## config.mk

```make
export PLATFORM = sky130hd
export DESIGN_NAME = kmer_stream_gen_flat
export DESIGN_NICKNAME = d
export VERILOG_FILES = /design/src/rtl/kmer_stream_gen_if.sv /design/src/rtl/kmer_stream_gen.sv /design/src/flat_wrapper.sv
export SDC_FILE = /design/constraint.sdc
export NUM_CORES = 1
export LEC_CHECK = 0
export CAP_MARGIN = 20
export CELL_PAD_IN_SITES_DETAIL_PLACEMENT = 0
export CELL_PAD_IN_SITES_GLOBAL_PLACEMENT = 2
export CORE_UTILIZATION = 34
export DETAILED_ROUTE_END_ITERATION = 12
export HOLD_SLACK_MARGIN = 0.1
export PLACE_DENSITY_LB_ADDON = 0.1
export SLEW_MARGIN = 20
export SYNTH_ARGS = -nofsm -noshare
export SYNTH_HDL_FRONTEND = slang
export SYNTH_SLANG_ARGS = --single-unit
```

## constraint.sdc

```tcl
create_clock -name clk -period 6.9 [get_ports clk]
set_input_delay 1.38 -clock clk [delete_from_list [all_inputs] [get_ports clk]]
set_output_delay 1.38 -clock clk [all_outputs]
set_load 0.005 [all_outputs]
```

## src/rtl/kmer_stream_gen_if.sv

```systemverilog
// Handshake bundle for the k-mer extractor: read input side, k-mer output side
// and the per-read control/status bits. The DUT uses the slave view.
interface kmer_stream_gen_if #(
    parameter int READ_LEN = 256,
    parameter int K        = 45,
    parameter int POS_W    = 8
);
    logic [2*READ_LEN-1:0] read_in;
    logic                  read_valid;
    logic                  read_ready;
    logic                  canon_en;
    logic                  abort;
    logic                  kmer_valid;
    logic                  kmer_ready;
    logic [2*K-1:0]        kmer_data;
    logic [POS_W-1:0]      kmer_pos;
    logic                  kmer_strand;
    logic                  kmer_last;
    logic                  busy;

    modport slave (
        input  read_in, read_valid, canon_en, abort, kmer_ready,
        output read_ready, kmer_valid, kmer_data, kmer_pos, kmer_strand, kmer_last, busy
    );

    modport master (
        output read_in, read_valid, canon_en, abort, kmer_ready,
        input  read_ready, kmer_valid, kmer_data, kmer_pos, kmer_strand, kmer_last, busy
    );
endinterface

```

## src/rtl/kmer_stream_gen.sv

```systemverilog
// Streams every overlapping K-base window of a 2-bit encoded read, one per
// accepted handshake, with start position, last flag and optional canonical
// (strand-minimal) form.
//
// state | meaning
// IDLE  | waiting for a read, read_ready high
// EMIT  | presenting k-mer at r_pos, shifting on each accepted k-mer
module kmer_stream_gen #(
    parameter int READ_LEN = 256,
    parameter int K        = 45,
    parameter int POS_W    = 8
) (
    input  logic             clk,
    input  logic             reset,
    kmer_stream_gen_if.slave bus
);
    localparam int N = READ_LEN - K + 1;
    localparam logic [POS_W-1:0] LAST_POS = POS_W'(N - 1);

    typedef enum logic {
        IDLE = 1'b0,
        EMIT = 1'b1
    } state_t;

    state_t                r_state;
    logic [2*READ_LEN-1:0] r_shift;
    logic [POS_W-1:0]      r_pos;
    logic                  r_canon;

    logic [2*K-1:0]        w_fwd;
    logic [2*K-1:0]        w_rc;
    logic                  w_use_rc;

    assign w_fwd = r_shift[2*READ_LEN-1 -: 2*K];

    // Reverse complement: complement each base and reverse the base order.
    always_comb begin
        w_rc = '0;
        for (int i = 0; i < K; i++) begin
            w_rc[2*i +: 2] = ~w_fwd[2*(K-1-i) +: 2];
        end
    end

    // Palindromes (rc == fwd) stay on the forward strand.
    assign w_use_rc = r_canon && (w_rc < w_fwd);

    assign bus.kmer_data   = w_use_rc ? w_rc : w_fwd;
    assign bus.kmer_strand = w_use_rc;
    assign bus.kmer_pos    = r_pos;
    assign bus.kmer_valid  = (r_state == EMIT);
    assign bus.kmer_last   = (r_state == EMIT) && (r_pos == LAST_POS);
    assign bus.read_ready  = (r_state == IDLE);
    assign bus.busy        = (r_state == EMIT);

    // Read capture, per-k-mer shift/advance and abort handling. The position
    // is not advanced on the final k-mer so it never exceeds N-1.
    always_ff @(posedge clk or negedge reset) begin
        if (!reset) begin
            r_state <= IDLE;
            r_shift <= '0;
            r_pos   <= '0;
            r_canon <= 1'b0;
        end else begin
            case (r_state)
                IDLE: begin
                    if (bus.read_valid) begin
                        r_shift <= bus.read_in;
                        r_canon <= bus.canon_en;
                        r_pos   <= '0;
                        r_state <= EMIT;
                    end
                end
                EMIT: begin
                    if (bus.abort) begin
                        r_state <= IDLE;
                    end else if (bus.kmer_ready) begin
                        if (r_pos == LAST_POS) begin
                            r_state <= IDLE;
                        end else begin
                            r_shift <= r_shift << 2;
                            r_pos   <= r_pos + POS_W'(1);
                        end
                    end
                end
                default: r_state <= IDLE;
            endcase
        end
    end
endmodule

```

## src/flat_wrapper.sv

```systemverilog
// flat-port wrapper written by rule: the top's interface ports become plain ports
module kmer_stream_gen_flat 
#(
    parameter int READ_LEN = 256,
    parameter int K        = 45,
    parameter int POS_W    = 8
)
  (clk, reset, bus_read_in, bus_read_valid, bus_canon_en, bus_abort, bus_kmer_ready, bus_read_ready, bus_kmer_valid, bus_kmer_data, bus_kmer_pos, bus_kmer_strand, bus_kmer_last, bus_busy);
  kmer_stream_gen_if #(.READ_LEN(READ_LEN), .K(K), .POS_W(POS_W)) bus_i ();
  input  logic clk;
  input  logic reset;
  input wire logic [$bits(bus_i.read_in)-1:0] bus_read_in;
  input wire logic [$bits(bus_i.read_valid)-1:0] bus_read_valid;
  input wire logic [$bits(bus_i.canon_en)-1:0] bus_canon_en;
  input wire logic [$bits(bus_i.abort)-1:0] bus_abort;
  input wire logic [$bits(bus_i.kmer_ready)-1:0] bus_kmer_ready;
  output wire logic [$bits(bus_i.read_ready)-1:0] bus_read_ready;
  output wire logic [$bits(bus_i.kmer_valid)-1:0] bus_kmer_valid;
  output wire logic [$bits(bus_i.kmer_data)-1:0] bus_kmer_data;
  output wire logic [$bits(bus_i.kmer_pos)-1:0] bus_kmer_pos;
  output wire logic [$bits(bus_i.kmer_strand)-1:0] bus_kmer_strand;
  output wire logic [$bits(bus_i.kmer_last)-1:0] bus_kmer_last;
  output wire logic [$bits(bus_i.busy)-1:0] bus_busy;
  assign bus_i.read_in = bus_read_in;
  assign bus_i.read_valid = bus_read_valid;
  assign bus_i.canon_en = bus_canon_en;
  assign bus_i.abort = bus_abort;
  assign bus_i.kmer_ready = bus_kmer_ready;
  assign bus_read_ready = bus_i.read_ready;
  assign bus_kmer_valid = bus_i.kmer_valid;
  assign bus_kmer_data = bus_i.kmer_data;
  assign bus_kmer_pos = bus_i.kmer_pos;
  assign bus_kmer_strand = bus_i.kmer_strand;
  assign bus_kmer_last = bus_i.kmer_last;
  assign bus_busy = bus_i.busy;
  kmer_stream_gen #(.READ_LEN(READ_LEN), .K(K), .POS_W(POS_W)) u_core (.clk(clk), .reset(reset), .bus(bus_i));
endmodule
```

==> metrics.csv, run 1 <==
stage;metric;value;unit
sta;grt_setup_unrepaired;false;
logic_synthesis;synthesis.area_per_instance;10.1;sq um
sta;timing.final.max_slew_violations;0;
placement;gp_congestion;0.844;
flow_run;cap_viol_max_count;0;
pwr;share_comb_of_total_power;31.2;%
clock_tree;ctsHoldBuffers;0;
drt;detailroute.wirelength.met2;40.1;mm
logic_synthesis;synth_top_cell_by_area;dfrtp_1;
drt;detail_route.iter0.violations;1002;
global_route;grt.total_usage;20.8;%
die;core.rowCount;100;
sta;setup_violations;0;
global_route;grt_start_max_net_pins;289;
global_route;number_of_global_route_vias_before_repair;20675;
logic_synthesis;yosys_register_bits;522;
worst_setup_path;critical_path_arrival;4.50;ns
clock_tree;htreeDepth;3;
drt;drt_pre_antenna_iters;5;
die;dieArea;0.0775;sq mm
drt;antenna_violating_nets_post_route;0;
pwr;power_switching_share;32.5;%
hold_path;type_of_the_tightest_min_delay_check;reg2reg;
cells_and_area;layout.cell_area.non_filler;0.0351;sq mm
clock_tree;cts_max_path_buffers;3;
clock_tree;path_clk_slew;0.06;ns
logic_synthesis;synth-edff-count;0;
pwr;pwr-share-clk;29.3;%
cells_and_area;nets;3665;
pwr;internal_power;8.04;mW
drt;number_of_remaining_drc_errors;0;
cells_and_area;final_util;46.8;%
drt;vias_per_cell;4.79;
pwr;power.density;340;mW/mm^2
pwr;irDropWorstVdd;167;uV
placement;place.detailed.hpwl;58.6;mm
sta;setup_total_negative_slack;0;ns
sta;finalClockSkew;0.0224;ns
sta;worstMarginPinSlew;1.01;ns
global_route;grt_pass1_wl;124;mm
cells_and_area;most_common_library_cell_in_the_layout_ignoring_fill_and_taps;clkdlybuf4s50_1;
drt;post_drt_wl_per_cell;19.6;um
global_route;antenna_violations_before_repair;41;
worst_setup_path;worstSetupStartpoint;u_core.r_shift[437]$_DFFE_PN0P_;
sta;layout_min_cycle_time;5.88;ns
worst_setup_path;reg2reg_from;u_core.bus.busy$_DFF_PN0_;
global_route;grt_overflow_total;0;
drt;totalWireLength;81.1;mm
drt;met3WireLength;5.92;mm
clock_tree;cts-buffers-inserted;66;
drt;maxUsedRoutingLayer;met5;
logic_synthesis;synth_cell_type_count;38;
sta;whs;0.475;ns
pwr;switchingPower;3.87;mW
status;status;completed;
drt;route.layer.met1.wl;33.1;mm
placement;pre_cts_slack;1.66;ns
cells_and_area;layoutNonFillerInstCount;4136;
pwr;static-leakage-power;15.8;nW
worst_setup_path;setup.worst_path.start_class;flip-flop;
worst_setup_path;timing.critical_path.required;5.52;ns
sta;relSlewSlack;32.5;%
clock_tree;cts_repair_resizes;0;
logic_synthesis;netlist_area;0.0260;sq mm
clock_tree;clock_sinks;522;
sta;layout_setup_ws;1.02;ns
die;design.portCount;621;
logic_synthesis;postSynth.asyncResetShare;100;%
logic_synthesis;yosys-top-cells-area;dfrtp_1, mux2i_1, nand2_1, o21ai_0, o21ai_1;
sta;final.period_utilization;85.2;%
worst_setup_path;cp_max_fo;36;
logic_synthesis;synth_seq_area_share;50.3;%
clock_tree;cts_tree;done;
placement;placement.io_buffers;620;
clock_tree;clkLatencyLatePin;0.60;ns
worst_setup_path;critical_path_start_end_classification;reg2out;
pwr;share_seq_of_total_power;39.5;%
placement;postPlaceCellArea;0.0328;sq mm
worst_setup_path;endpoint_kind;output pin;
die;initial_utilization;34.6;%
sta;max_freq;170;MHz
drt;vias;19819;
logic_synthesis;yosysWarningCount;0;
cells_and_area;area.growth.synth_to_final;35.1;%
logic_synthesis;synth_ff_type;dfrtp_1;
die;die_width;278;um
die;floorplan.die.height;278;um
cells_and_area;layout_common_cells;clkdlybuf4s50_1, mux2i_1, nand2_1;
die;core_region_area;0.0749;sq mm
placement;placed_cells;4002;
pwr;power;11.9;mW
sta;count_of_final_hold_check_violations;0;
hold_path;min_from;u_core.r_shift[345]$_DFFE_PN0P_;
logic_synthesis;synth.net_count;3139;
clock_tree;ctsRootBufferMaster;clkbuf_16;
cells_and_area;drive_gt1_share;4.06;%
logic_synthesis;synth.top_cell.area_share;50.3;%
clock_tree;cts_post_setup_buffers_inserted;0;
logic_synthesis;synth_cells;2576;
==> final timing paths <==
kind | to | slack [ns] | cells past startpoint
worst min-delay path | u_core.r_shift[345]$_DFFE_PN0P_ | 0.48 | 2
worst max register to register | u_core.r_shift[329]$_DFFE_PN0P_ | 3.02 | 6
max in group asynchronous | u_core.r_shift[111]$_DFFE_PN0P_ | 4.74 | 2
min in group asynchronous | u_core.r_shift[469]$_DFFE_PN0P_ | 0.70 | 1
worst min register to register | u_core.r_shift[345]$_DFFE_PN0P_ | 0.48 | 2
worst max-delay path | bus_kmer_data[74] | 1.02 | 10
==> worst max-delay path: stages (launching register included) <==
cell	delay, ns
dfrtp_1	0.39
inv_1	0.08
ha_1	0.32
a21oi_1	0.16
o21ai_0	0.19
a221oi_1	0.36
o211ai_1	0.24
a211oi_4	0.72
buf_12	0.35
mux2i_1	0.46
clkdlybuf4s50_1	0.60
==> power groups by stage <==
stage	Sequential, mW	Clock, mW	Combinational [mW]
final	4.71	3.48	3.72
after global routing	4.84	3.72	4.18
after CTS	4.71	3.61	3.78
after detailed placement	4.76	0	3.77
after global placement	4.72	0	3.71
after floorplan	4.52	0	2.30
==> kinds of logic after synthesis <==
logic type,count (synthesis),share of synthesized area [%]
xor gates and xnor gates,7,0.236
and+or+nand+nor,577,8.66
AOI/OAI and AO/OA,553,10.8
buffers and inverters,274,4.76
muxes,598,23.0
DFF,522,50.3
adders and majority gates,45,2.17
==> flip-flops by register name, indices dropped and copies added, names as in the netlist <==
signal               count
u_core.bus.busy          1
u_core.r_shift         512
u_core.r_canon           1
u_core.bus.kmer_pos      8
==> cell usage after synthesis, types with 2 or more instances <==
cell type	instances
xor2_1	5
nor3_1	4
buf_4	9
nand4_1	8
xnor2_1	2
dfrtp_1	522
buf_2	60
nand3_1	5
buf_6	11
nand2b_1	3
clkbuf_2	13
nor2_1	12
o21ai_1	142
ha_1	45
a21oi_1	21
a211oi_1	2
inv_1	91
a22o_1	2
nand2_1	538
clkbuf_1	89
mux2i_1	598
o21ai_0	378
==> layer usage <==
layer | vias up | GRT usage [%]
li1 | 9915 | -
met1 | 9284 | 24.6
met2 | 412 | 35.8
met3 | 154 | 6.83
met4 | 54 | 5.65
met5 | - | 0
==> cell type report <==
type,instances,area [sq um]
antenna,15,37.5
clock buffer,105,2040
clock inverter,13,163
fill,7027,39900
inverter,91,342
multi-input combinational,1780,11700
sequential,522,13100
tap,969,1210
timing repair buffer,641,6540
No activity file was read; power rests on OpenSTA's default activity.
==> inputs of run 2 (changes only) <==
--- a/config.mk
+++ b/config.mk
@@ -8,7 +8,7 @@
 export CAP_MARGIN = 20
 export CELL_PAD_IN_SITES_DETAIL_PLACEMENT = 0
 export CELL_PAD_IN_SITES_GLOBAL_PLACEMENT = 2
-export CORE_UTILIZATION = 34
+export CORE_UTILIZATION = 28
 export DETAILED_ROUTE_END_ITERATION = 12
 export HOLD_SLACK_MARGIN = 0.1
 export PLACE_DENSITY_LB_ADDON = 0.1
==> constraint.sdc (replaced) <==
create_clock -name clk -period 5.1 [get_ports clk]
set_input_delay 1.02 -clock clk [delete_from_list [all_inputs] [get_ports clk]]
set_output_delay 1.02 -clock clk [all_outputs]
set_load 0.005 [all_outputs]
==> run 2 against run 1 <==
- clock power up 45%
- via count increased by 1.8%
- worst hold slack worse by 0.064 ns
- first-iteration DRC count down 5.4%
- largest power group unchanged
==> metrics.csv, run 2 (synthesis gave the netlist of run 1 again) <==
stage;metric;value;unit;change
status;status;completed;;
sta;worstMarginPinSlew;1.07;ns;+0.0610 ns
placement;place.detailed.hpwl;61.4;mm;+4.8%
global_route;antenna_violations_before_repair;54;;+32%
cells_and_area;n_fill_cell;8984;;+28%
pwr;power.density;463;mW/mm^2;+36%
drt;vias;20183;;+1.8%
clock_tree;clock_sinks;522;;unchanged
cells_and_area;drive_gt1_share;6.14;%;+2.1 points
die;die_width;307;um;+10%
global_route;grt_start_max_net_pins;138;;-52%
drt;antenna_violating_nets_post_route;0;;unchanged
global_route;grt_overflow_total;0;;unchanged
worst_setup_path;setup.worst_path.start_class;flip-flop;;
placement;pre_cts_slack;-0.197;ns;-1.85 ns
die;core_region_area;0.0918;sq mm;+22%
die;floorplan.die.height;307;um;+10%
worst_setup_path;critical_path_arrival;3.88;ns;-0.62 ns
sta;setup_violations;0;;unchanged
cells_and_area;multi_input_area;0.0118;sq mm;+0.86%
sta;setup_total_negative_slack;0;ns;unchanged
global_route;number_of_global_route_vias_before_repair;21114;;+2.1%
sta;max_freq;204;MHz;
drt;detail_route.iter0.violations;948;;-5.4%
cells_and_area;layout_common_cells;clkdlybuf4s50_1, mux2i_1, nand2_1;;
die;initial_utilization;28.3;%;-6.4 points
sta;relSlewSlack;28.4;%;-4.1 points
clock_tree;htreeDepth;3;;unchanged
placement;placed_cells;4319;;+7.9%
drt;totalWireLength;84.2;mm;+3.8%
sta;grt_setup_unrepaired;false;;
worst_setup_path;timing.critical_path.cells;inv_1, ha_1, nand4_1, nor4_4, o2111ai_2, a21oi_4, a211oi_4, buf_4, buf_16, mux2i_2, clkdlybuf4s50_1;;
global_route;grt_pass1_wl;129;mm;+3.7%
cells_and_area;most_common_library_cell_in_the_layout_ignoring_fill_and_taps;clkdlybuf4s50_1;;
die;design.portCount;621;;unchanged
clock_tree;path_clk_slew;0.05;ns;about the same
worst_setup_path;timing.critical_path.required;4.08;ns;-1.44 ns
drt;post_drt_wl_per_cell;18.9;um;-3.7%
sta;timing.final.max_slew_violations;0;;unchanged
clock_tree;cts_tree;done;;
die;dieArea;0.0940;sq mm;+21%
cells_and_area;ff_latch_area;0.0131;sq mm;about the same
cells_and_area;final_util;39.4;%;-7.4 points
clock_tree;cts-buffers-inserted;69;;+4.5%
drt;vias_per_cell;4.52;;-5.6%
pwr;static-leakage-power;16.2;nW;+2.5%
cells_and_area;nets;3716;;+1.4%
cells_and_area;largest-register;u_core.r_shift;;
clock_tree;cts_max_path_buffers;3;;unchanged
placement;placement.io_buffers;620;;unchanged
worst_setup_path;critPathBufInv;4;;+1
cells_and_area;largest_reg_flops;512;;unchanged
global_route;grt.total_usage;17.8;%;-3.0 points
worst_setup_path;critPathTopFamily;buffers and inverters;;
die;core.rowCount;111;;+11%
drt;drt_pre_antenna_iters;5;;unchanged
worst_setup_path;crit_slowest_cell;clkdlybuf4s50_1;;
flow_run;cap_viol_max_count;0;;unchanged
clock_tree;clkLatencyLatePin;0.61;ns;about the same
sta;finalClockSkew;0.0273;ns;+0.00485 ns
worst_setup_path;slowest_delay;0.56;ns;-0.16 ns
worst_setup_path;cp_max_fo;15;;-58%
clock_tree;ctsHoldBuffers;0;;unchanged
drt;number_of_remaining_drc_errors;0;;unchanged
sta;count_of_final_hold_check_violations;0;;unchanged
hold_path;type_of_the_tightest_min_delay_check;in2async;;
worst_setup_path;endpoint_kind;output pin;;
cells_and_area;layoutNonFillerInstCount;4461;;+7.9%
clock_tree;ctsRootBufferMaster;clkbuf_16;;
pwr;irDropWorstVdd;224;uV;+34%
placement;gp_congestion;0.830;;-1.6%
sta;layout_min_cycle_time;4.90;ns;
worst_setup_path;critical_path_start_end_classification;reg2out;;
sta;final.period_utilization;96.2;%;
cells_and_area;area.growth.synth_to_final;39.2;%;
pwr;power;16.7;mW;+40%
sta;layout_setup_ws;0.195;ns;-0.827 ns
[run 2: cell types whose count changed in the layout (fill, tap and decap cells not counted), sizes merged]
cell	delta
bufinv	+4
diode	-3
inv	+1
buf	+47
clkbuf	-5
clkinv	+7
[run 2: timing repair]
action / in CTS / in global routing
pin swaps: 1 / 4
cloned: 1 / 1
setup endpoints to repair: 91 / 90
gates resized for setup: 14 / 10
setup buffers: 4 / 0
[run 2: routing by layer]
layer | vias to the layer above | wire length (um) | share of wire (%) | track usage (%)
li1 | 10038 | - | - | -
met1 | 9438 | 33100 | 39 | 20.0
met2 | 450 | 41600 | 49 | 30.8
met3 | 177 | 7250 | 8.6 | 7.22
met4 | 80 | 1740 | 2.1 | 4.88
met5 | - | 529 | 0.63 | 0
[run 2: final timing paths]
kind / start / endpoint / slack, ns / depth (start not counted)
setup / recovery: u_core.r_shift[429]$_DFFE_PN0P_ / bus_kmer_data[76] / 0.20 / 11
hold reg to reg: u_core.r_shift[150]$_DFFE_PN0P_ / u_core.r_shift[150]$_DFFE_PN0P_ / 0.47 / 2
hold / removal: reset / u_core.r_shift[474]$_DFFE_PN0P_ / 0.41 / 1
max in group asynchronous: reset / u_core.r_shift[6]$_DFFE_PN0P_ / 3.49 / 3
setup reg to reg: u_core.bus.kmer_pos[0]$_DFFE_PN0P_ / u_core.r_shift[420]$_DFFE_PN0P_ / 2.03 / 7
min in group clk: u_core.r_shift[150]$_DFFE_PN0P_ / u_core.r_shift[150]$_DFFE_PN0P_ / 0.47 / 2
[run 2: cell type report]
class,count,area share (%)
inverters,91,0.945
diodes,12,0.0831
repair buffers,689,19.4
well taps,1243,4.30
clock inverters,25,0.973
clock buffers,99,5.59
multi-input cells,1780,32.6
flip-flops and latches,522,36.1
[run 2: metrics by stage]
| step | cell area [sq um] | hold WS (ns) |
|---|---|---|
| floorplan | 26000 | 0.447 |
| global placement | 33500 | 0.460 |
| detailed placement | 33500 | 0.470 |
| CTS | 36100 | 0.450 |
| global route | 36100 | 0.460 |
| finish | 36200 | 0.411 |
[run 2: power breakdown]
group | switching, mW | total [mW] | leakage (nW) | internal (mW)
Sequential | 0.834 | 6.30 | 6.52 | 5.47
Combinational | 2.61 | 5.36 | 8.46 | 2.75
Clock | 1.98 | 5.06 | 1.17 | 3.08
[run 2: worst reg2reg max path, cell delays in order (launching register included)]
cell	delay (ns)
dfrtp_1	0.43
ha_1	0.25
nand4_1	0.15
nor4_4	0.39
a21o_4	0.81
buf_12	0.37
buf_4	0.38
o21ai_0	0.15
==> inputs of run 3 (changes only) <==
--- a/config.mk
+++ b/config.mk
@@ -12,6 +12,7 @@
 export DETAILED_ROUTE_END_ITERATION = 12
 export HOLD_SLACK_MARGIN = 0.1
 export PLACE_DENSITY_LB_ADDON = 0.1
+export SKIP_LAST_GASP = 1
 export SLEW_MARGIN = 20
 export SYNTH_ARGS = -nofsm -noshare
 export SYNTH_HDL_FRONTEND = slang
==> results of run 3 <==
Same layout as run 2: the final DEF is identical, and so are final timing and power.
